[src/rtl/reg_file_staged_pkg.sv]
// Shared constants for the staged register file that feeds the ALU operand paths.
package reg_file_staged_pkg;

  // Default geometry: 8 registers of 8 bits each.
  localparam int DEF_DATA_WIDTH = 8;
  localparam int DEF_ADDR_WIDTH = 3;
  localparam int DEF_NUM_REGS   = 2 ** DEF_ADDR_WIDTH;

  // Value every register and the staging entry take on reset.
  localparam logic [DEF_DATA_WIDTH-1:0] REG_RESET = 8'h00;

endpackage : reg_file_staged_pkg

[src/rtl/reg_file_staged_read_bypass.sv]
// One read port: returns the staged write when it targets the addressed
// register, otherwise the committed array value. Purely combinational.
module reg_read_bypass
  import reg_file_staged_pkg::*;
#(
  parameter int DATA_WIDTH = DEF_DATA_WIDTH,
  parameter int ADDR_WIDTH = DEF_ADDR_WIDTH
) (
  input  logic [ADDR_WIDTH-1:0] rd_addr,
  input  logic                  stg_valid,
  input  logic [ADDR_WIDTH-1:0] stg_addr,
  input  logic [DATA_WIDTH-1:0] stg_data,
  input  logic [DATA_WIDTH-1:0] arr_data,
  output logic [DATA_WIDTH-1:0] rd_data
);

  logic hit_s;

  // Staging entry matches this port's address.
  always_comb begin
    hit_s = 1'b0;
    if (stg_valid && (stg_addr == rd_addr)) begin
      hit_s = 1'b1;
    end else begin
      hit_s = 1'b0;
    end
  end

  // Select the newest value for the addressed register.
  always_comb begin
    rd_data = arr_data;
    if (hit_s) begin
      rd_data = stg_data;
    end else begin
      rd_data = arr_data;
    end
  end

endmodule : reg_read_bypass

[src/rtl/reg_file_staged.sv]
// Register file with a one-entry write-back staging register. A write is
// captured into the staging entry at one edge and committed into the array
// at the next; both read ports bypass from the staging entry so the value
// is visible right after the capture edge.
module reg_file_staged
  import reg_file_staged_pkg::*;
#(
  parameter int DATA_WIDTH = DEF_DATA_WIDTH,
  parameter int ADDR_WIDTH = DEF_ADDR_WIDTH
) (
  input  logic                  CLK,
  input  logic                  RESET_N,
  input  logic [DATA_WIDTH-1:0] IN,
  input  logic [ADDR_WIDTH-1:0] INADDRESS,
  input  logic                  WRITE,
  input  logic                  STALL,
  input  logic [ADDR_WIDTH-1:0] OUT1ADDRESS,
  input  logic [ADDR_WIDTH-1:0] OUT2ADDRESS,
  output logic [DATA_WIDTH-1:0] OUT1,
  output logic [DATA_WIDTH-1:0] OUT2,
  output logic                  PENDING
);

  localparam int NUM_REGS = 2 ** ADDR_WIDTH;
  localparam logic [DATA_WIDTH-1:0] RST_VAL = DATA_WIDTH'(REG_RESET);

  // Committed register array.
  logic [DATA_WIDTH-1:0] regs_r [NUM_REGS];

  // Staging entry holding the most recently captured write.
  logic                  stg_valid_r;
  logic [ADDR_WIDTH-1:0] stg_addr_r;
  logic [DATA_WIDTH-1:0] stg_data_r;

  // Next-state values for the staging entry.
  logic                  stg_valid_s;
  logic [ADDR_WIDTH-1:0] stg_addr_s;
  logic [DATA_WIDTH-1:0] stg_data_s;

  logic                  commit_en_s;
  logic                  capture_en_s;

  // Array read data for each port before bypass.
  logic [DATA_WIDTH-1:0] arr1_s;
  logic [DATA_WIDTH-1:0] arr2_s;

  // Decide whether this edge commits the staged write and captures a new one.
  always_comb begin
    commit_en_s  = 1'b0;
    capture_en_s = 1'b0;
    if (stg_valid_r) begin
      commit_en_s = 1'b1;
    end else begin
      commit_en_s = 1'b0;
    end
    if (WRITE && !STALL) begin
      capture_en_s = 1'b1;
    end else begin
      capture_en_s = 1'b0;
    end
  end

  // Staging next state: load on capture, otherwise invalidate and keep the
  // old address/data (they are ignored while invalid).
  always_comb begin
    stg_valid_s = 1'b0;
    stg_addr_s  = stg_addr_r;
    stg_data_s  = stg_data_r;
    if (capture_en_s) begin
      stg_valid_s = 1'b1;
      stg_addr_s  = INADDRESS;
      stg_data_s  = IN;
    end else begin
      stg_valid_s = 1'b0;
      stg_addr_s  = stg_addr_r;
      stg_data_s  = stg_data_r;
    end
  end

  // Staging register; reset discards any write in flight.
  always_ff @(posedge CLK or negedge RESET_N) begin
    if (!RESET_N) begin
      stg_valid_r <= 1'b0;
      stg_addr_r  <= '0;
      stg_data_r  <= RST_VAL;
    end else begin
      stg_valid_r <= stg_valid_s;
      stg_addr_r  <= stg_addr_s;
      stg_data_r  <= stg_data_s;
    end
  end

  // Array write-back from the staging entry, one edge after capture.
  always_ff @(posedge CLK or negedge RESET_N) begin
    if (!RESET_N) begin
      for (int i = 0; i < NUM_REGS; i++) begin
        regs_r[i] <= RST_VAL;
      end
    end else if (commit_en_s) begin
      regs_r[stg_addr_r] <= stg_data_r;
    end else begin
      regs_r[stg_addr_r] <= regs_r[stg_addr_r];
    end
  end

  // Raw array lookups for the two read ports.
  always_comb begin
    arr1_s = regs_r[OUT1ADDRESS];
    arr2_s = regs_r[OUT2ADDRESS];
  end

  reg_read_bypass #(
    .DATA_WIDTH (DATA_WIDTH),
    .ADDR_WIDTH (ADDR_WIDTH)
  ) u_read1 (
    .rd_addr   (OUT1ADDRESS),
    .stg_valid (stg_valid_r),
    .stg_addr  (stg_addr_r),
    .stg_data  (stg_data_r),
    .arr_data  (arr1_s),
    .rd_data   (OUT1)
  );

  reg_read_bypass #(
    .DATA_WIDTH (DATA_WIDTH),
    .ADDR_WIDTH (ADDR_WIDTH)
  ) u_read2 (
    .rd_addr   (OUT2ADDRESS),
    .stg_valid (stg_valid_r),
    .stg_addr  (stg_addr_r),
    .stg_data  (stg_data_r),
    .arr_data  (arr2_s),
    .rd_data   (OUT2)
  );

  // PENDING comes straight from the staging flop, never from WRITE.
  assign PENDING = stg_valid_r;

endmodule : reg_file_staged

[config.mk]
export PLATFORM = sky130hd
export DESIGN_NAME = reg_file_staged
export DESIGN_NICKNAME = d
export VERILOG_FILES = /design/src/rtl/reg_file_staged_pkg.sv /design/src/rtl/reg_file_staged_read_bypass.sv /design/src/rtl/reg_file_staged.sv
export SDC_FILE = /design/constraint.sdc
export NUM_CORES = 1
export LEC_CHECK = 0
export BUFFER_PORTS_ARGS = -buffer_cell sky130_fd_sc_hd__buf_4
export CAP_MARGIN = 15
export CORE_MARGIN = 2
export CORE_UTILIZATION = 45
export DETAILED_ROUTE_END_ITERATION = 8
export HOLD_SLACK_MARGIN = 0.02
export RECOVER_POWER = 50
export SYNTH_ARGS = -nofsm -noshare
export SYNTH_HDL_FRONTEND = slang
export SYNTH_SLANG_ARGS = --single-unit
[constraint.sdc]
create_clock -name CLK -period 3.51 [get_ports CLK]
set_input_delay 0.1755 -clock CLK [delete_from_list [all_inputs] [get_ports CLK]]
set_output_delay 0.1755 -clock CLK [all_outputs]
set_load 0.05 [all_outputs]
==> results of run 1 <==
==> area by class of cell <==
type / instances / share of cell area (%)
well taps: 140 / 3.230
flip-flops and latches: 76 / 35.09
clock inverters: 3 / 0.2769
inverters: 3 / 0.2077
repair buffers: 46 / 6.230
multi-input cells: 352 / 52.28
clock buffers: 12 / 2.677
==> registers in the layout (all words and copies together) (netlist names) <==
name	flops
stg_addr_r	3
regs_r	64
PENDING	1
stg_data_r	8
==> timing repair <==
action / in CTS / in global routing
hold buffers: 1 / 0
hold endpoints to repair: 22 / 0
setup buffers: 0 / 0
==> how the worst max path moves through the flow <==
stage | start | to | slack [ns]
global route | stg_addr_r[2] | regs_r[7] | 0.53
detailed placement | stg_addr_r[0] | regs_r[27] | 1.15
floorplan | PENDING | OUT1[0] | 1.0
CTS | stg_addr_r[0] | OUT2[7] | 0.78
global placement | stg_addr_r[0] | OUT2[7] | 1.18
finish | stg_addr_r[2] | regs_r[7] | 0.72
==> cell families after synthesis <==
group / synth area share (%)
compound gates: 16.42
buf+inv: 5.089
xor+xnor: 1.053
simple gates: 16.17
flops: 38.10
mux: 23.16
==> routing by layer <==
layer | GRT usage, % | wire (um)
met5 | 0 | 0
met2 | 36.96 | 6488
met4 | 8.951 | 189
met1 | 35.89 | 6142
met3 | 3.675 | 1063
==> where the power goes <==
part	total (mW)	leakage (nW)	switching, mW	internal, mW
Sequential	1.69	0.912	0.446	1.25
Combinational	1.92	1.16	1.07	0.850
Clock	0.594	0.0860	0.324	0.269
==> through the flow <==
stage | total power, mW | instances | util (%) | worst slack [ns]
finish | 4.205 | 632 | 50.02 | 0.7216
global route | 4.471 | 632 | 50.02 | 0.5282
CTS | 4.202 | 631 | 50.05 | 0.7759
detailed placement | 3.606 | 615 | 48.48 | 1.151
global placement | 3.552 | 615 | 48.48 | 1.176
floorplan | 3.074 | 475 | - | 0.9992
==> cell usage after synthesis, types with 2 or more instances <==
cell type / count
mux4_2: 33
a2111oi_4: 2
buf_2: 22
nand2b_1: 2
nor2_1: 24
nor2b_1: 12
a211oi_2: 3
o21ai_0: 20
nand4_1: 2
dfrtp_1: 76
clkbuf_1: 6
a21oi_1: 40
or3_1: 2
buf_1: 3
nand3_1: 6
buf_4: 11
mux2i_1: 30
or3b_1: 2
mux2_2: 10
nand2_1: 69
nor4b_1: 10
nor3_2: 5
xnor2_1: 6
inv_1: 2
o31ai_1: 34
a21o_1: 3
o21ai_1: 12
nor3b_2: 2
and3b_1: 3
nor4_1: 4
==> critical path, delay by kind of cell (launching register included) <==
family                 cells  cell delay [ns]
flip-flops                 1             0.60
AO/OA/AOI/OAI              1             0.46
AND/OR/NAND/NOR            1             0.86
buffers and inverters      1             0.76
==> results.cfg, run 1 <==
[final_layout]
fill_cells = 1024
syn2layout_area_growth_pct = 8.649
final_cell_mix = dfrtp_1, nand2_1, buf_4
nNetsFinal = 509
layout.area.seq_um2 = 1903
diodes = 0
multi_input_area_um2 = 2835
mostFrequentLayoutCell = dfrtp_1
drive_above_1_share_pct = 24.59
fin_area_um2 = 5423

[outcome]
status = complete, but fails checks
failed_checks = capacitance limit, slew limit

[power]
p_per_area_nw_per_um2 = 775.4
p_leak_nw = 2.154
irDropWorstVdd_uv = 352.5

[flow_run]
maxCapViolations = 1

[clocking]
cts_root_buf = clkbuf_8
cts-buffers-inserted = 9
clk_latency_ns = 0.36
cts_resized = 0
clk_pin_slew_ns = 0.08
h-tree-depth = 3
clock_sinks = 76
clock_path_buffers = 2
tritoncts = done

[global_routing]
grt_max_degree = 77
grt-ovfl-total = 0
track_usage_pct = 24.48
grt_pass1_vias = 3721
grt_pass1_wl_um = 21410
antenna_found_initial = 0

[timing]
timing.final.crit_period_ns = 2.788
rsz0062_at_grt = no
fin_hold_ws_ns = 0.03890
fin_worst_skew_ns = 0.01149
fin_setup_tns_ns = 0
timing_hold_violations_final = 0
fmax_mhz = 358.6
finalSetupViolations = 0
finalCritPeriodShare_pct = 79.44
drv_slew = 77
slew_headroom_pct = -29.85
worst_pin_slew_ns = 1.948

[synth]
dominantRegCellSynth = dfrtp_1
syn_inst = 475
netlist_area_um2 = 4991
yosysUniqueCellTypes = 49
ys_ff_latch = 76
ys_seq_area_share_pct = 38.10
async_flop_share_pct = 100.0
synth_area_leaders = dfrtp_1, mux4_2, mux2i_1
yosysTopAreaCellShare_pct = 38.10
synth-edff-count = 0
synth_top_cell_by_area = dfrtp_1
synth_area_per_cell_um2 = 10.51
ys.warnings.count = 0
syn_nets = 496

[critical_path]
r2r-start = stg_addr_r[2]
worstSetupStartpointType = register
crit_type = reg2reg
path_cells = clkbuf_1 -> nand3_1 -> o31ai_1
ff2ff_path_depth = 3
ff2ff_setup_slack_ns = 0.72
worstPathRequired_ns = 3.77
cp_max_fo = 22
critPathMaxStageDelay_ns = 0.86
r2r_end = regs_r[7]
endpoint_kind = register
slowest_stage = nand3_1
arrival_ns = 3.04

[place]
numPortBuffers = 37
hpwl_um = 8924
place_congestion = 0.8883
dpl_cell_area_um2 = 5255

[hold_path]
min_to = stg_data_r[7]
min_path_type = in2reg
hold_depth = 2
min_from = IN[7]

[detailed_routing]
antenna_left = 0
wl_um = 13880
vias_per_cell = 6.248
drt_iter0_drc = 315
drc = 0
wl_per_cell_um = 21.97
firstDrtPassIters = 5
vias = 3949

[die]
die_y_um = 109.3
fp.dieArea_um2 = 11950
die_w_um = 109.3
core_um2 = 10840
pin_count = 38
rows = 38
start_util_pct = 46.04
(Power assumes the default switching activity.)
==> inputs of run 2 (changes only) <==
- clock period: 3.51 -> 2.8 ns (I/O delays scaled with it)
==> run 2 against run 1 <==
Net effect:
- the run still ends with capacitance limit, slew limit left
- die area unchanged
- cell area grew 3.1%
- clock-buffer cell count is 2 higher
- critical path type is now reg2out
- critical endpoint is now OUT1[7]
==> results.cfg, run 2 (synthesis gave the netlist of run 1 again) <==
[outcome]
status = complete, but fails checks
failed_checks = capacitance limit, slew limit

[final_layout]
drive_above_1_share_pct = 24.80
largestRegisters = regs_r: 64 flops, stg_data_r: 8 flops, stg_addr_r: 3 flops
largest_reg_flops = 64
fill_cells = 994
final_cell_mix = dfrtp_1, nand2_1, buf_4
diodes = 0
nNetsFinal = 524
syn2layout_area_growth_pct = 12.03
layout.area.seq_um2 = 1903
multi_input_area_um2 = 2835
mostFrequentLayoutCell = dfrtp_1
final_core_util_pct = 51.58
fin_area_um2 = 5592
largest-register = regs_r

[timing]
finalSetupViolations = 0
fin_worst_skew_ns = 0.01088
fmax_mhz = 387.6
timing_hold_violations_final = 0
rsz0062_at_grt = no
setup_ws_ns = 0.2200
timing.final.crit_period_ns = 2.580
slew_headroom_pct = -30.89
fin_setup_tns_ns = 0
finalCritPeriodShare_pct = 92.14
drv_slew = 77
fin_hold_ws_ns = 0.4133
worst_pin_slew_ns = 1.963

[power]
p_per_area_nw_per_um2 = 953.0
p_leak_nw = 2.232
irDropWorstVdd_uv = 496.0

[die]
core_um2 = 10840
fp.dieArea_um2 = 11950
die_y_um = 109.3
start_util_pct = 46.04
die_w_um = 109.3
pin_count = 38
rows = 38

[detailed_routing]
vias = 3947
wl_per_cell_um = 21.17
drc = 0
antenna_left = 0
wl_um = 13720
firstDrtPassIters = 5
vias_per_cell = 6.091
drt_iter0_drc = 321

[flow_run]
maxCapViolations = 1

[place]
numPortBuffers = 37
hpwl_um = 9159
place_congestion = 0.8635
dpl_cell_area_um2 = 5305
place_ws_ns = 0.5274

[clocking]
clk_latency_ns = 0.36
h-tree-depth = 3
clock_path_buffers = 2
cts_resized = 0
clock_sinks = 76
post_cts_buffers = 0
cts-buffers-inserted = 9
clk_pin_slew_ns = 0.08
tritoncts = done
cts_root_buf = clkbuf_8

[critical_path]
worstSetupStartpointType = register
path_cells = xnor2_1 -> nand4_1 -> buf_4 -> a21oi_1 -> buf_4
critPathMostFrequentCell = buf_4
worstPathRequired_ns = 2.66
cp_max_fo = 26
slowest_stage = dfrtp_2
crit_type = reg2out
critPathMaxStageDelay_ns = 0.77
arrival_ns = 2.44
endpoint_kind = output port

[global_routing]
antenna_found_initial = 0
grt_max_degree = 77
track_usage_pct = 24.59
grt-ovfl-total = 0
grt_pass1_wl_um = 21670
grt_pass1_vias = 3848

[hold_path]
min_path_type = in2reg
[run 2: changes by cell type in the layout (fill, tap and decap cells not counted), sizes merged]
cell,change
buf,+5
clkbuf,+1
clkinv,-1
dlygate4sd3,+11
[run 2: critical path, delay by kind of cell (launching register included)]
kind / cells / cell delay (ns)
buffers and inverters: 2 / 0.55
AO/OA/AOI/OAI: 1 / 0.21
XOR/XNOR: 1 / 0.18
flip-flops: 1 / 0.77
AND/OR/NAND/NOR: 1 / 0.36
[run 2: layer usage]
layer	vias up	track usage, %	part of all wire (%)
li1	1831	-	-
met1	1973	34.47	46
met2	120	38.82	47
met3	23	3.853	5.5
met4	0	9.132	1.8
met5	-	0	0
[run 2: final timing paths]
check	start	to	slack, ns	cells after the start
min in group asynchronous	RESET_N	regs_r[25]	0.85	2
hold reg to reg	regs_r[22]	regs_r[22]	0.53	2
max in group asynchronous	RESET_N	stg_addr_r[0]	0.64	2
setup reg to reg	stg_addr_r[1]	regs_r[41]	0.46	5
setup / recovery	stg_addr_r[0]	OUT1[7]	0.22	5
hold / removal	STALL	PENDING	0.41	3
[run 2: cell type report]
class / instances / share of cell area [%]
clock buffer: 14 / 2.909
clock inverter: 2 / 0.1790
inverter: 3 / 0.2014
multi-input combinational: 352 / 50.70
sequential: 76 / 34.03
tap: 140 / 3.133
timing repair buffer: 61 / 8.839
[run 2: repair_timing]
item,in CTS,in global routing
setup endpoints to repair,0,0
hold buffers,12,0
hold endpoints to repair,87,0
[run 2: power by group]
group	internal, mW	switching (mW)	total (mW)
clock network	0.369	0.412	0.782
registers	1.57	0.553	2.12
logic	1.09	1.34	2.43
[run 2: metrics by stage]
stage               instances  total power [mW]
finish                    648             5.329
global route              648             5.683
CTS                       648             5.340
detailed placement        620             4.537
global placement          620             4.465
floorplan                 475             3.854
